### src/rtl/mips_pkg.sv
// Shared types and constants for the sequencer and the decoder.
package mips_pkg;

  typedef enum logic [1:0] {
    FETCH = 2'b00,
    EXEC1 = 2'b01,
    EXEC2 = 2'b10,
    HALT  = 2'b11
  } state_t;

  localparam logic [31:0] NOP = 32'h0000_0000;

endpackage

### src/rtl/mips_sequencer_if.sv
// Memory/decoder-side signals of the sequencer, bundled for port connection.
interface mips_sequencer_if
  import mips_pkg::*;
#(
  parameter int unsigned CNT_W = 32
);

  logic             waitrequest;
  logic [31:0]      readdata;
  logic             halt_req;
  logic             extra;
  logic             branch_taken;
  state_t           state;
  logic [31:0]      instruction;
  logic             active;
  logic             delay_slot;
  logic             retire;
  logic [CNT_W-1:0] instr_count;

  // Environment side: memory and decoder drive the inputs, observe the outputs.
  modport master (
    output waitrequest, readdata, halt_req, extra, branch_taken,
    input  state, instruction, active, delay_slot, retire, instr_count
  );

  // Sequencer side.
  modport slave (
    input  waitrequest, readdata, halt_req, extra, branch_taken,
    output state, instruction, active, delay_slot, retire, instr_count
  );

endinterface

### src/rtl/mips_instr_reg.sv
// Instruction register with load enable and optional byte reversal.
module mips_instr_reg
  import mips_pkg::*;
#(
  parameter int unsigned BYTE_SWAP = 0
) (
  input  logic        clk,
  input  logic        reset_n,
  input  logic        load_i,
  input  logic [31:0] data_i,
  output logic [31:0] ir_o
);

  logic [31:0] ir_q;
  logic [31:0] ir_d;

  // Select raw or byte-reversed fetch word.
  always_comb begin
    ir_d = data_i;
    if (BYTE_SWAP != 0) begin
      ir_d = {data_i[7:0], data_i[15:8], data_i[23:16], data_i[31:24]};
    end
  end

  // IR holds until the next completed fetch; resets to NOP.
  always_ff @(posedge clk or negedge reset_n) begin
    if (!reset_n) begin
      ir_q <= NOP;
    end else if (load_i) begin
      ir_q <= ir_d;
    end
  end

  assign ir_o = ir_q;

endmodule

### src/rtl/mips_sequencer.sv
// FETCH/EXEC1/EXEC2/HALT control sequencer: owns IR, delay-slot tracking
// and the retired-instruction counter.
module mips_sequencer
  import mips_pkg::*;
#(
  parameter int unsigned BYTE_SWAP = 0,
  parameter int unsigned CNT_W     = 32
) (
  input logic             clk,
  input logic             reset_n,
  mips_sequencer_if.slave bus
);

  state_t           state_q, state_d;
  logic             pend_q, pend_d;
  logic             ds_q, ds_d;
  logic [CNT_W-1:0] cnt_q, cnt_d;
  logic             ir_load;
  logic             retire;
  logic             exec1_exit;

  // Next-state decode; retire is combinational from state/waitrequest/extra.
  always_comb begin
    state_d    = state_q;
    ir_load    = 1'b0;
    retire     = 1'b0;
    exec1_exit = 1'b0;
    unique case (state_q)
      FETCH: begin
        if (bus.halt_req) begin
          state_d = HALT;
        end else if (!bus.waitrequest) begin
          state_d = EXEC1;
          ir_load = 1'b1;
        end
      end
      EXEC1: begin
        if (!bus.waitrequest) begin
          exec1_exit = 1'b1;
          if (bus.extra) begin
            state_d = EXEC2;
          end else begin
            state_d = FETCH;
            retire  = 1'b1;
          end
        end
      end
      EXEC2: begin
        state_d = FETCH;
        retire  = 1'b1;
      end
      HALT: begin
        state_d = HALT;
      end
    endcase
  end

  // Delay-slot bookkeeping and retire counter.
  always_comb begin
    pend_d = pend_q;
    ds_d   = ds_q;
    if (ir_load && pend_q) begin
      ds_d = 1'b1;
    end
    if (retire && ds_q) begin
      ds_d   = 1'b0;
      pend_d = 1'b0;
    end
    // Applied last so a new branch set beats a same-cycle clear; a branch
    // inside a delay slot is ignored and never re-arms.
    if (exec1_exit && bus.branch_taken && !ds_q) begin
      pend_d = 1'b1;
    end
    cnt_d = retire ? cnt_q + CNT_W'(1) : cnt_q;
  end

  // State, delay-slot and counter registers.
  always_ff @(posedge clk or negedge reset_n) begin
    if (!reset_n) begin
      state_q <= FETCH;
      pend_q  <= 1'b0;
      ds_q    <= 1'b0;
      cnt_q   <= '0;
    end else begin
      state_q <= state_d;
      pend_q  <= pend_d;
      ds_q    <= ds_d;
      cnt_q   <= cnt_d;
    end
  end

  mips_instr_reg #(
    .BYTE_SWAP(BYTE_SWAP)
  ) u_ir (
    .clk    (clk),
    .reset_n(reset_n),
    .load_i (ir_load),
    .data_i (bus.readdata),
    .ir_o   (bus.instruction)
  );

  assign bus.state       = state_q;
  assign bus.active      = (state_q != HALT);
  assign bus.delay_slot  = ds_q;
  assign bus.retire      = retire;
  assign bus.instr_count = cnt_q;

endmodule

### src/flat_wrapper.sv
// flat-port wrapper written by rule: the top's interface ports become plain ports
module mips_sequencer_flat import mips_pkg::*;
#(
  parameter int unsigned BYTE_SWAP = 0,
  parameter int unsigned CNT_W     = 32
)
  (clk, reset_n, bus_waitrequest, bus_readdata, bus_halt_req, bus_extra, bus_branch_taken, bus_state, bus_instruction, bus_active, bus_delay_slot, bus_retire, bus_instr_count);
  mips_sequencer_if #(.CNT_W(CNT_W)) bus_i ();
  input logic clk;
  input logic reset_n;
  input wire logic [$bits(bus_i.waitrequest)-1:0] bus_waitrequest;
  input wire logic [$bits(bus_i.readdata)-1:0] bus_readdata;
  input wire logic [$bits(bus_i.halt_req)-1:0] bus_halt_req;
  input wire logic [$bits(bus_i.extra)-1:0] bus_extra;
  input wire logic [$bits(bus_i.branch_taken)-1:0] bus_branch_taken;
  output wire logic [$bits(bus_i.state)-1:0] bus_state;
  output wire logic [$bits(bus_i.instruction)-1:0] bus_instruction;
  output wire logic [$bits(bus_i.active)-1:0] bus_active;
  output wire logic [$bits(bus_i.delay_slot)-1:0] bus_delay_slot;
  output wire logic [$bits(bus_i.retire)-1:0] bus_retire;
  output wire logic [$bits(bus_i.instr_count)-1:0] bus_instr_count;
  assign bus_i.waitrequest = bus_waitrequest;
  assign bus_i.readdata = bus_readdata;
  assign bus_i.halt_req = bus_halt_req;
  assign bus_i.extra = bus_extra;
  assign bus_i.branch_taken = bus_branch_taken;
  assign bus_state = bus_i.state;
  assign bus_instruction = bus_i.instruction;
  assign bus_active = bus_i.active;
  assign bus_delay_slot = bus_i.delay_slot;
  assign bus_retire = bus_i.retire;
  assign bus_instr_count = bus_i.instr_count;
  mips_sequencer #(.BYTE_SWAP(BYTE_SWAP), .CNT_W(CNT_W)) u_core (.clk(clk), .reset_n(reset_n), .bus(bus_i));
endmodule
### config.mk
export PLATFORM = sky130hd
export DESIGN_NAME = mips_sequencer_flat
export DESIGN_NICKNAME = d
export VERILOG_FILES = /design/src/rtl/mips_pkg.sv /design/src/rtl/mips_sequencer_if.sv /design/src/rtl/mips_instr_reg.sv /design/src/rtl/mips_sequencer.sv /design/src/flat_wrapper.sv
export SDC_FILE = /design/constraint.sdc
export NUM_CORES = 1
export LEC_CHECK = 0
export BUFFER_PORTS_ARGS = -buffer_cell sky130_fd_sc_hd__clkbuf_2
export CORE_ASPECT_RATIO = 0.7
export CORE_UTILIZATION = 30
export DETAILED_ROUTE_END_ITERATION = 8
export PLACE_DENSITY = 0.64
export SYNTH_ARGS = -nofsm -noshare
export SYNTH_HDL_FRONTEND = slang
export SYNTH_SLANG_ARGS = --single-unit
### constraint.sdc
create_clock -name clk -period 4.4 [get_ports clk]
set_clock_uncertainty 0.1 [all_clocks]
set_input_delay 0 -clock clk [delete_from_list [all_inputs] [get_ports clk]]
set_output_delay 0 -clock clk [all_outputs]
set_load 0.05 [all_outputs]
==> impl_metrics.env, run 1 <==
export IMPL_maxCapViolCount=0
export IMPL_r2r_cells=6
export IMPL_finalSetupViolCount=0
export IMPL_synth_xor_area_share_pct=9.110
export IMPL_rr_startpoint="u_core.bus.state[0]"
export IMPL_syn_area_um2=2980
export IMPL_ys_seq_area_share_pct=57.09
export IMPL_path_max_fanout=10
export IMPL_min_from="bus_halt_req"
export IMPL_min_path_cells=4
export IMPL_cp_required_ps=4500
export IMPL_rows=30
export IMPL_vias=2423
export IMPL_synth_adder_area_share_pct=2.099
export IMPL_synth_cell_type_count=32
export IMPL_root_buffer="clkbuf_16"
export IMPL_seqPwrFrac_pct=32.0
export IMPL_start_util_pct=30.78
export IMPL_die_area_um2=10340
export IMPL_worstPathArrival_ps=2580
export IMPL_power_switching_mw=1.339
export IMPL_final_cells=519
export IMPL_ios=107
export IMPL_fin_crit_ps=2474
export IMPL_coreArea_um2=9684
export IMPL_post_route_util_pct=44.57
export IMPL_grt_total_usage_pct=15.06
export IMPL_peakVddDrop_mv=0.6057
export IMPL_synth_top_family_by_area="simple AND/OR/NAND/NOR gates"
export IMPL_hold_path_end="u_core.bus.state[0]"
export IMPL_clockBufferDepth=2
export IMPL_status="finished clean"
export IMPL_hold_viol=0
export IMPL_grt_max_degree=69
export IMPL_syn2layout_area_growth_pct=44.84
export IMPL_io_buffers=106
export IMPL_crit_chain="inv_1, ha_1, nand4bb_1, a2111oi_4, or3b_1, xnor2_1"
export IMPL_cts_setup_buffers=0
export IMPL_insertedDiodeCount=0
export IMPL_crit_type="reg -> reg"
export IMPL_numCtsBuffers=9
export IMPL_critical_path_buf_inv_count=1
export IMPL_fin_setup_tns_ps=0
export IMPL_first_pass_iters=4
export IMPL_final_common_cell="clkbuf_2"
export IMPL_layout_drive_gt1_share_pct=39.90
export IMPL_synthSimpleGateAreaFrac_pct=14.53
export IMPL_power_leakage_nw=2.071
export IMPL_syn_area_per_cell_um2=12.52
export IMPL_synth_nets=281
export IMPL_r2r_slack_ps=1930
export IMPL_combPwrFrac_pct=44.8
export IMPL_clock_latency_ps=330
export IMPL_cts_hold_fix_buffers=36
export IMPL_grt_overflow_total=0
export IMPL_via_per_inst=4.669
export IMPL_clk_pin_slew_ps=50
export IMPL_syn_inst=238
export IMPL_synth_seq_cells=68
export IMPL_cp_start_kind="flip-flop"
export IMPL_slew_headroom_pct=36.37
export IMPL_hold_class="in -> reg"
export IMPL_clock_power_share_pct=23.2
export IMPL_max_stage_delay_ps=630
export IMPL_synth_compound_area_share_pct=3.568
export IMPL_sw_frac_of_total_pct=45.30
export IMPL_drc=0
export IMPL_fin_hold_ws_ps=86.57
export IMPL_power_density_nw_per_um2=684.5
export IMPL_end_kind="flip-flop"
export IMPL_cts_resized=0
export IMPL_cts_sinks=68
export IMPL_p_int_mw=1.616
export IMPL_globalplace_congestion=0.7641
export IMPL_antenna_left=0
export IMPL_grt_pass1_vias=2381
export IMPL_mostFrequentLayoutCells="clkbuf_2 (105), dfrtp_1 (68), dlygate4sd3_1 (36), mux2_2 (32)"
export IMPL_rsz0062_at_grt="false"
export IMPL_antenna_found_initial=0
export IMPL_slew_violations=0
export IMPL_yosys_warnings=0
export IMPL_wl_per_cell_um=14.06
export IMPL_h_tree_depth=3
export IMPL_die_h_um=85.39
export IMPL_cp_top_family="compound AO/OA/AOI/OAI gates"
export IMPL_cpMaxStageDelayCell="a2111oi_4"
export IMPL_placed_cells=468
export IMPL_drtIter0Drc=113
export IMPL_period_share_pct=56.22
export IMPL_cts_tree="done"
export IMPL_synth_edf_count=0
export IMPL_synth_ff_type="dfrtp_1"
export IMPL_async_flop_share_pct=100.0
export IMPL_final_nets=430
export IMPL_hpwl_mm=4.807
export IMPL_muxShareOfSynthArea_pct=12.09
export IMPL_drt_total_wl_mm=7.297
export IMPL_grt_pass1_wl_mm=11.76
export IMPL_tightest_slew_ps=952.1
export IMPL_fmax_mhz=404.3
export IMPL_r2r_end="u_core.bus.instr_count[23]"
export IMPL_die_w_um=121.1
sequential cells by signal, summed over array words and instances (netlist names):
name and flops:
u_core.bus.instr_count 32, u_core.u_ir.ir_o 32, u_core.bus.state 2, u_core.bus.delay_slot 1, u_core.pend_q 1
power groups by stage:
stage          registers (mW)  logic [mW]  clock network [mW]
2_1_floorplan            1.58       0.350                   0
3_3_place_gp            0.943        1.28                   0
3_5_place_dp            0.947        1.29                   0
4_1_cts                 0.944        1.33               0.707
5_1_grt                 0.973        1.39               0.736
6_report                0.946        1.32               0.685
stage by stage:
| stage | instance area, um2 | power, mW | setup WS, ps |
|---|---|---|---|
| 5_1_grt | 4317 | 3.098 | 1772 |
| 6_report | 4317 | 2.955 | 1926 |
| 2_1_floorplan | 2980 | 1.925 | 1668 |
| 3_3_place_gp | 3667 | 2.219 | 1998 |
| 4_1_cts | 4317 | 2.979 | 1898 |
| 3_5_place_dp | 3667 | 2.240 | 1919 |
cell usage after synthesis (all sizes together) (4+ instances only):
library cell	n	area, um2
and4	6	52.55
dfrtp	68	1702
mux2	32	360.4
nand2	19	71.32
xnor2	19	166.4
inv	6	22.52
nor3	7	35.03
nand4	16	100.1
nand3	7	35.03
and3	4	25.02
ha	5	62.56
clkbuf	5	18.77
and2	4	25.03
o21ai	4	23.77
nor4	5	31.28
xor2	12	105.1
worst max path at each step:
stage | startpoint | to | slack (ps) | depth (start not counted)
after detailed placement | u_core.bus.state[0] | u_core.bus.instr_count[23] | 1920 | 6
after global placement | u_core.bus.state[0] | u_core.bus.instr_count[23] | 2000 | 6
final | u_core.bus.state[0] | u_core.bus.instr_count[23] | 1930 | 6
after global routing | u_core.bus.state[0] | u_core.bus.instr_count[23] | 1770 | 6
after CTS | u_core.bus.state[0] | u_core.bus.instr_count[23] | 1900 | 6
after floorplan | u_core.bus.state[1] | u_core.bus.instr_count[5] | 1670 | 7
layout make-up:
| cell class | count | area [um2] |
|---|---|---|
| clock buffers | 14 | 284.0 |
| clock inverters | 1 | 5.005 |
| fillers | 927 | 5368 |
| inverters | 7 | 26.28 |
| multi-input cells | 158 | 1241 |
| flip-flops and latches | 68 | 1702 |
| well taps | 128 | 160.2 |
| repair buffers | 143 | 898.4 |
worst reg2reg max path, stage by stage (launching register included):
cell and delay [ps]:
dfrtp_1 410, inv_1 80, ha_1 390, nand4bb_1 180, a2111oi_4 630, or3b_1 420
xnor2_1 130
routing by layer:
metal  global-route usage [%]  vias up  part of all wire [%]
li1                         -     1157                     -
met1                    19.76     1176                    46
met2                    22.49       82                    46
met3                    6.116        8                   7.1
met4                    5.051        0                   1.2
met5                        0        -                     0
logic make-up (layout without fill, tap and decap cells):
family,after synthesis,in the layout
AO/OA/AOI/OAI,13,13
XOR/XNOR,31,31
adder cells (fa/ha/maj),5,5
buffers and inverters,12,165
flip-flops,68,68
multiplexers,32,32
AND/OR/NAND/NOR,77,77
Note: power is estimated with default switching activity, not from simulation.
==> run 2, diff against run 1 <==
==> constraint.sdc (replaced) <==
create_clock -name clk -period 2.4 [get_ports clk]
set_clock_uncertainty 0.1 [all_clocks]
set_input_delay 0 -clock clk [delete_from_list [all_inputs] [get_ports clk]]
set_output_delay 0 -clock clk [all_outputs]
set_load 0.05 [all_outputs]
==> run 2 against run 1 <==
Effect of this change: wire length is 2.1% higher; worst setup slack worse by 1700 ps; final cell count increased by 0.77%; die area is the same; combinational power rose by 89%; via count is 1.7% lower; largest cell class unchanged; largest power group unchanged.
==> impl_metrics.env, run 2 (synthesis gave the netlist of run 1 again) <==
export IMPL_status="finished clean"
export IMPL_mostFrequentLayoutCells="clkbuf_2 (105), dfrtp_1 (66), dlygate4sd3_1 (36), mux2_2 (32)"
export IMPL_tightest_slew_ps=664.8
export IMPL_insertedDiodeCount=0
export IMPL_cts_tree="done"
export IMPL_hpwl_mm=5.221
export IMPL_die_w_um=121.1
export IMPL_fmax_mhz=452.1
export IMPL_peakVddDrop_mv=0.6364
export IMPL_crit_type="reg -> out"
export IMPL_layout_drive_gt1_share_pct=42.53
export IMPL_cp_start_kind="flip-flop"
export IMPL_ios=107
export IMPL_antenna_left=0
export IMPL_via_per_inst=4.556
export IMPL_clockBufferDepth=2
export IMPL_syn2layout_area_growth_pct=47.02
export IMPL_power_density_nw_per_um2=1263
export IMPL_cts_sinks=68
export IMPL_power_leakage_nw=2.093
export IMPL_period_share_pct=92.17
export IMPL_path_max_fanout=9
export IMPL_slew_headroom_pct=55.68
export IMPL_cpMaxStageDelayCell="dfrtp_2"
export IMPL_numCtsBuffers=9
export IMPL_place_ws_ps=173.2
export IMPL_rows=30
export IMPL_grt_pass1_wl_mm=12.21
export IMPL_vias=2383
export IMPL_rsz0062_at_grt="false"
export IMPL_wl_per_cell_um=14.24
export IMPL_coreArea_um2=9684
export IMPL_end_kind="primary output"
export IMPL_drt_total_wl_mm=7.449
export IMPL_maxCapViolCount=0
export IMPL_fin_setup_tns_ps=0
export IMPL_crit_chain="ha_1, nor3b_2, o21ai_2, clkinv_2, clkbuf_2"
export IMPL_finalSetupViolCount=0
export IMPL_die_area_um2=10340
export IMPL_first_pass_iters=5
export IMPL_max_stage_delay_ps=440
export IMPL_clock_latency_ps=330
export IMPL_clk_pin_slew_ps=60
export IMPL_fin_ws_ps=188.0
export IMPL_slew_violations=0
export IMPL_worstPathArrival_ps=2110
export IMPL_io_buffers=106
export IMPL_drc=0
export IMPL_grt_pass1_vias=2393
export IMPL_design_area_um2=4382
export IMPL_hold_class="in -> reg"
export IMPL_final_nets=433
export IMPL_antenna_found_initial=0
export IMPL_grt_total_usage_pct=15.59
export IMPL_drtIter0Drc=60
export IMPL_grt_overflow_total=0
export IMPL_cp_required_ps=2300
export IMPL_final_common_cell="clkbuf_2"
export IMPL_fin_crit_ps=2212
export IMPL_root_buffer="clkbuf_16"
export IMPL_fin_hold_ws_ps=32.90
export IMPL_hold_viol=0
export IMPL_grt_max_degree=40
export IMPL_globalplace_congestion=0.7444
export IMPL_placed_area_um2=3714
export IMPL_start_util_pct=30.78
export IMPL_h_tree_depth=3
export IMPL_die_h_um=85.39
## run 2: layout make-up
cell class | instances | area, um2
clock inverters | 6 | 63.81
fillers | 892 | 5303
inverters | 7 | 27.53
well taps | 128 | 160.2
multi-input cells | 158 | 1254
clock buffers | 10 | 239.0
repair buffers | 146 | 933.4
flip-flops and latches | 68 | 1704
## run 2: timing repair
item	4_1_cts	5_1_grt
setup endpoints to repair	0	5
hold endpoints to repair	64	0
setup buffers	0	0
hold buffers	36	0
gates resized for setup	0	1
## run 2: worst paths after layout
path,startpoint,end,slack (ps),depth (start not counted)
min reg2reg,u_core.bus.instr_count[31],u_core.bus.instr_count[31],370,1
max,u_core.bus.state[0],bus_retire,190,5
max in group asynchronous,reset_n,u_core.bus.instr_count[9],1420,3
max reg2reg,u_core.bus.state[1],u_core.bus.instr_count[31],270,7
min,bus_halt_req,u_core.bus.state[0],30,4
min in group asynchronous,reset_n,u_core.u_ir.ir_o[3],140,2
## run 2: power breakdown
part | internal [mW] | switching, mW | total, mW
clock network | 0.829 | 0.479 | 1.31
registers | 1.49 | 0.243 | 1.74
logic | 0.706 | 1.78 | 2.49
## run 2: per-layer routing
layer	up-vias	global-route usage, %	wire length (um)
li1	1164	-	-
met1	1126	20.91	3618
met2	84	23.84	3285
met3	9	5.040	461
met4	0	4.938	82
met5	-	0	0
## run 2: worst max-delay path, delay by kind of cell (launching register included)
kind,cells,cell delay (ps)
adder cells (fa/ha/maj),1,280
AO/OA/AOI/OAI,1,330
buffers and inverters,2,530
AND/OR/NAND/NOR,1,200
flip-flops,1,440
## run 2: metrics by stage
step / instances / power, mW / utilization, %
finish: 523 / 5.534 / 45.25
detailed placement: 471 / 4.187 / 38.35
CTS: 523 / 5.591 / 45.19
floorplan: 238 / 3.572 / -
global placement: 471 / 4.134 / 38.35
global route: 523 / 5.838 / 45.25
==> run 3, diff against run 2 <==
--- a/config.mk
+++ b/config.mk
@@ -10,6 +10,7 @@
 export CORE_UTILIZATION = 30
 export DETAILED_ROUTE_END_ITERATION = 8
 export PLACE_DENSITY = 0.64
+export RECOVER_POWER = 25
 export SYNTH_ARGS = -nofsm -noshare
 export SYNTH_HDL_FRONTEND = slang
 export SYNTH_SLANG_ARGS = --single-unit
==> run 3 against run 2 <==
Effect of this change: the flow now finishes with violations (max-capacitance violations, max-slew violations); register-to-register slack about the same; final cell count unchanged; flip-flop and latch count unchanged; sequential share of layout area increased by 0.26 points; sequential power about the same; design area decreased by 0.66%; maximum frequency about the same; core utilization decreased by 0.30 points; first-iteration DRC count increased by 6.7%; worst setup slack got worse by 2.1 ps; critical path depth unchanged; count of clock-buffer cells in the layout unchanged; highest routed layer unchanged.
==> impl_metrics.env, run 3 (synthesis gave the netlist of run 1 again) <==
export IMPL_h_tree_depth=3
export IMPL_finalSetupViolCount=0
export IMPL_final_common_cell="clkbuf_2"
export IMPL_clockBufferDepth=2
export IMPL_drtIter0Drc=64
export IMPL_layout_drive_gt1_share_pct=36.71
export IMPL_post_route_util_pct=44.95
export IMPL_hpwl_mm=5.221
export IMPL_grt_overflow_total=0
export IMPL_cp_required_ps=2300
export IMPL_die_area_um2=10340
export IMPL_design_area_um2=4353
export IMPL_rsz0062_at_grt="false"
export IMPL_fin_hold_ws_ps=28.72
export IMPL_die_w_um=121.1
export IMPL_fin_ws_ps=185.9
export IMPL_antenna_found_initial=0
export IMPL_final_nets=433
export IMPL_crit_chain="ha_1, nor3b_2, o21ai_2, clkinv_2, clkbuf_2"
export IMPL_syn2layout_area_growth_pct=46.05
export IMPL_min_path_cells=4
export IMPL_grt_total_usage_pct=15.59
export IMPL_worst_path_stages=5
export IMPL_wl_per_cell_um=14.32
export IMPL_grt_pass1_wl_mm=12.21
export IMPL_end_kind="primary output"
export IMPL_die_h_um=85.39
export IMPL_final_cells=523
export IMPL_slew_headroom_pct=-6.428
export IMPL_power_leakage_nw=2.023
export IMPL_ios=107
export IMPL_period_share_pct=92.25
export IMPL_violations="max-capacitance violations, max-slew violations"
export IMPL_mostFrequentLayoutCells="clkbuf_2 (83), dfrtp_1 (66), dlygate4sd3_1 (36), mux2_2 (32), clkbuf_1 (23)"
export IMPL_grt_pass1_vias=2393
export IMPL_cts_setup_buffers=0
export IMPL_r2r_slack_ps=270
export IMPL_drt_total_wl_mm=7.490
export IMPL_rows=30
export IMPL_placed_area_um2=3714
export IMPL_cts_sinks=68
export IMPL_antenna_left=0
export IMPL_power_total_mw=5.494
export IMPL_root_buffer="clkbuf_16"
export IMPL_hold_path_end="u_core.bus.state[0]"
export IMPL_peakVddDrop_mv=0.6365
export IMPL_cp_top_family="buffers and inverters"
export IMPL_hold_class="in -> reg"
export IMPL_crit_type="reg -> out"
export IMPL_coreArea_um2=9684
export IMPL_cp_start_kind="flip-flop"
export IMPL_rr_startpoint="u_core.bus.state[1]"
export IMPL_power_density_nw_per_um2=1262
export IMPL_placed_cells=471
export IMPL_clk_pin_slew_ps=60
export IMPL_worstPathArrival_ps=2110
export IMPL_slew_violations=30
export IMPL_fin_setup_tns_ps=0
export IMPL_clock_latency_ps=330
export IMPL_drc=0
export IMPL_vias=2388
export IMPL_cpMaxStageDelayCell="dfrtp_2"
export IMPL_io_buffers=106
export IMPL_numCtsBuffers=9
export IMPL_critical_path_buf_inv_count=2
export IMPL_start_util_pct=30.78
export IMPL_insertedDiodeCount=0
export IMPL_r2r_cells=7
export IMPL_grt_max_degree=40
export IMPL_min_from="bus_halt_req"
export IMPL_hold_viol=0
export IMPL_via_per_inst=4.566
export IMPL_tightest_slew_ps=1596
export IMPL_max_stage_delay_ps=440
export IMPL_place_ws_ps=173.2
export IMPL_path_max_fanout=9
export IMPL_globalplace_congestion=0.7444
export IMPL_fin_crit_ps=2214
export IMPL_first_pass_iters=5
export IMPL_r2r_end="u_core.bus.instr_count[31]"
export IMPL_fmax_mhz=451.6
export IMPL_maxCapViolCount=1
export IMPL_status="finished, violations left"
export IMPL_cts_tree="done"
[run 3: cell types whose count changed in the layout (fill, tap and decap cells not counted)]
cell	previous run	this run
clkbuf_1	0	23
clkbuf_2	105	83
buf_2	1	0
[run 3: per-layer routing]
metal | up-vias | wire, um | track usage (%)
li1 | 1166 | - | -
met1 | 1127 | 3649 | 20.91
met2 | 85 | 3274 | 23.84
met3 | 10 | 484 | 5.040
met4 | 0 | 80 | 4.938
met5 | - | 0 | 0
[run 3: area by class of cell]
cell class	count	area, um2
clock inverters	6	63.81
clock buffers	10	239.0
inverters	7	27.53
multi-input cells	158	1254
fillers	910	5331
well taps	128	160.2
repair buffers	146	904.6
flip-flops and latches	68	1704
[run 3: worst max-delay path by stage]
stage | from | endpoint | slack (ps)
after floorplan | u_core.bus.state[0] | u_core.bus.instr_count[23] | 10
after global placement | u_core.bus.state[1] | u_core.bus.instr_count[30] | 270
after detailed placement | u_core.bus.state[1] | u_core.bus.instr_count[26] | 170
after CTS | u_core.bus.state[1] | bus_retire | 110
after global routing | u_core.bus.state[1] | bus_retire | 20
final | u_core.bus.state[0] | bus_retire | 190
[run 3: worst min-delay path: stages]
cell	delay, ps
clkbuf_2	90
nor2b_1	50
o21ai_0	210
a21oi_1	80
[run 3: repair_timing]
item,4_1_cts,5_1_grt
gates resized for setup,0,1
hold buffers,36,0
endpoints found under the hold margin,64,0
setup endpoints to repair,0,5
[run 3: power by group]
group | total, mW | switching, mW | internal (mW)
sequential | 1.74 | 0.245 | 1.49
clock | 1.31 | 0.481 | 0.829
combinational | 2.44 | 1.79 | 0.657
total | 5.49 | 2.51 | 2.98
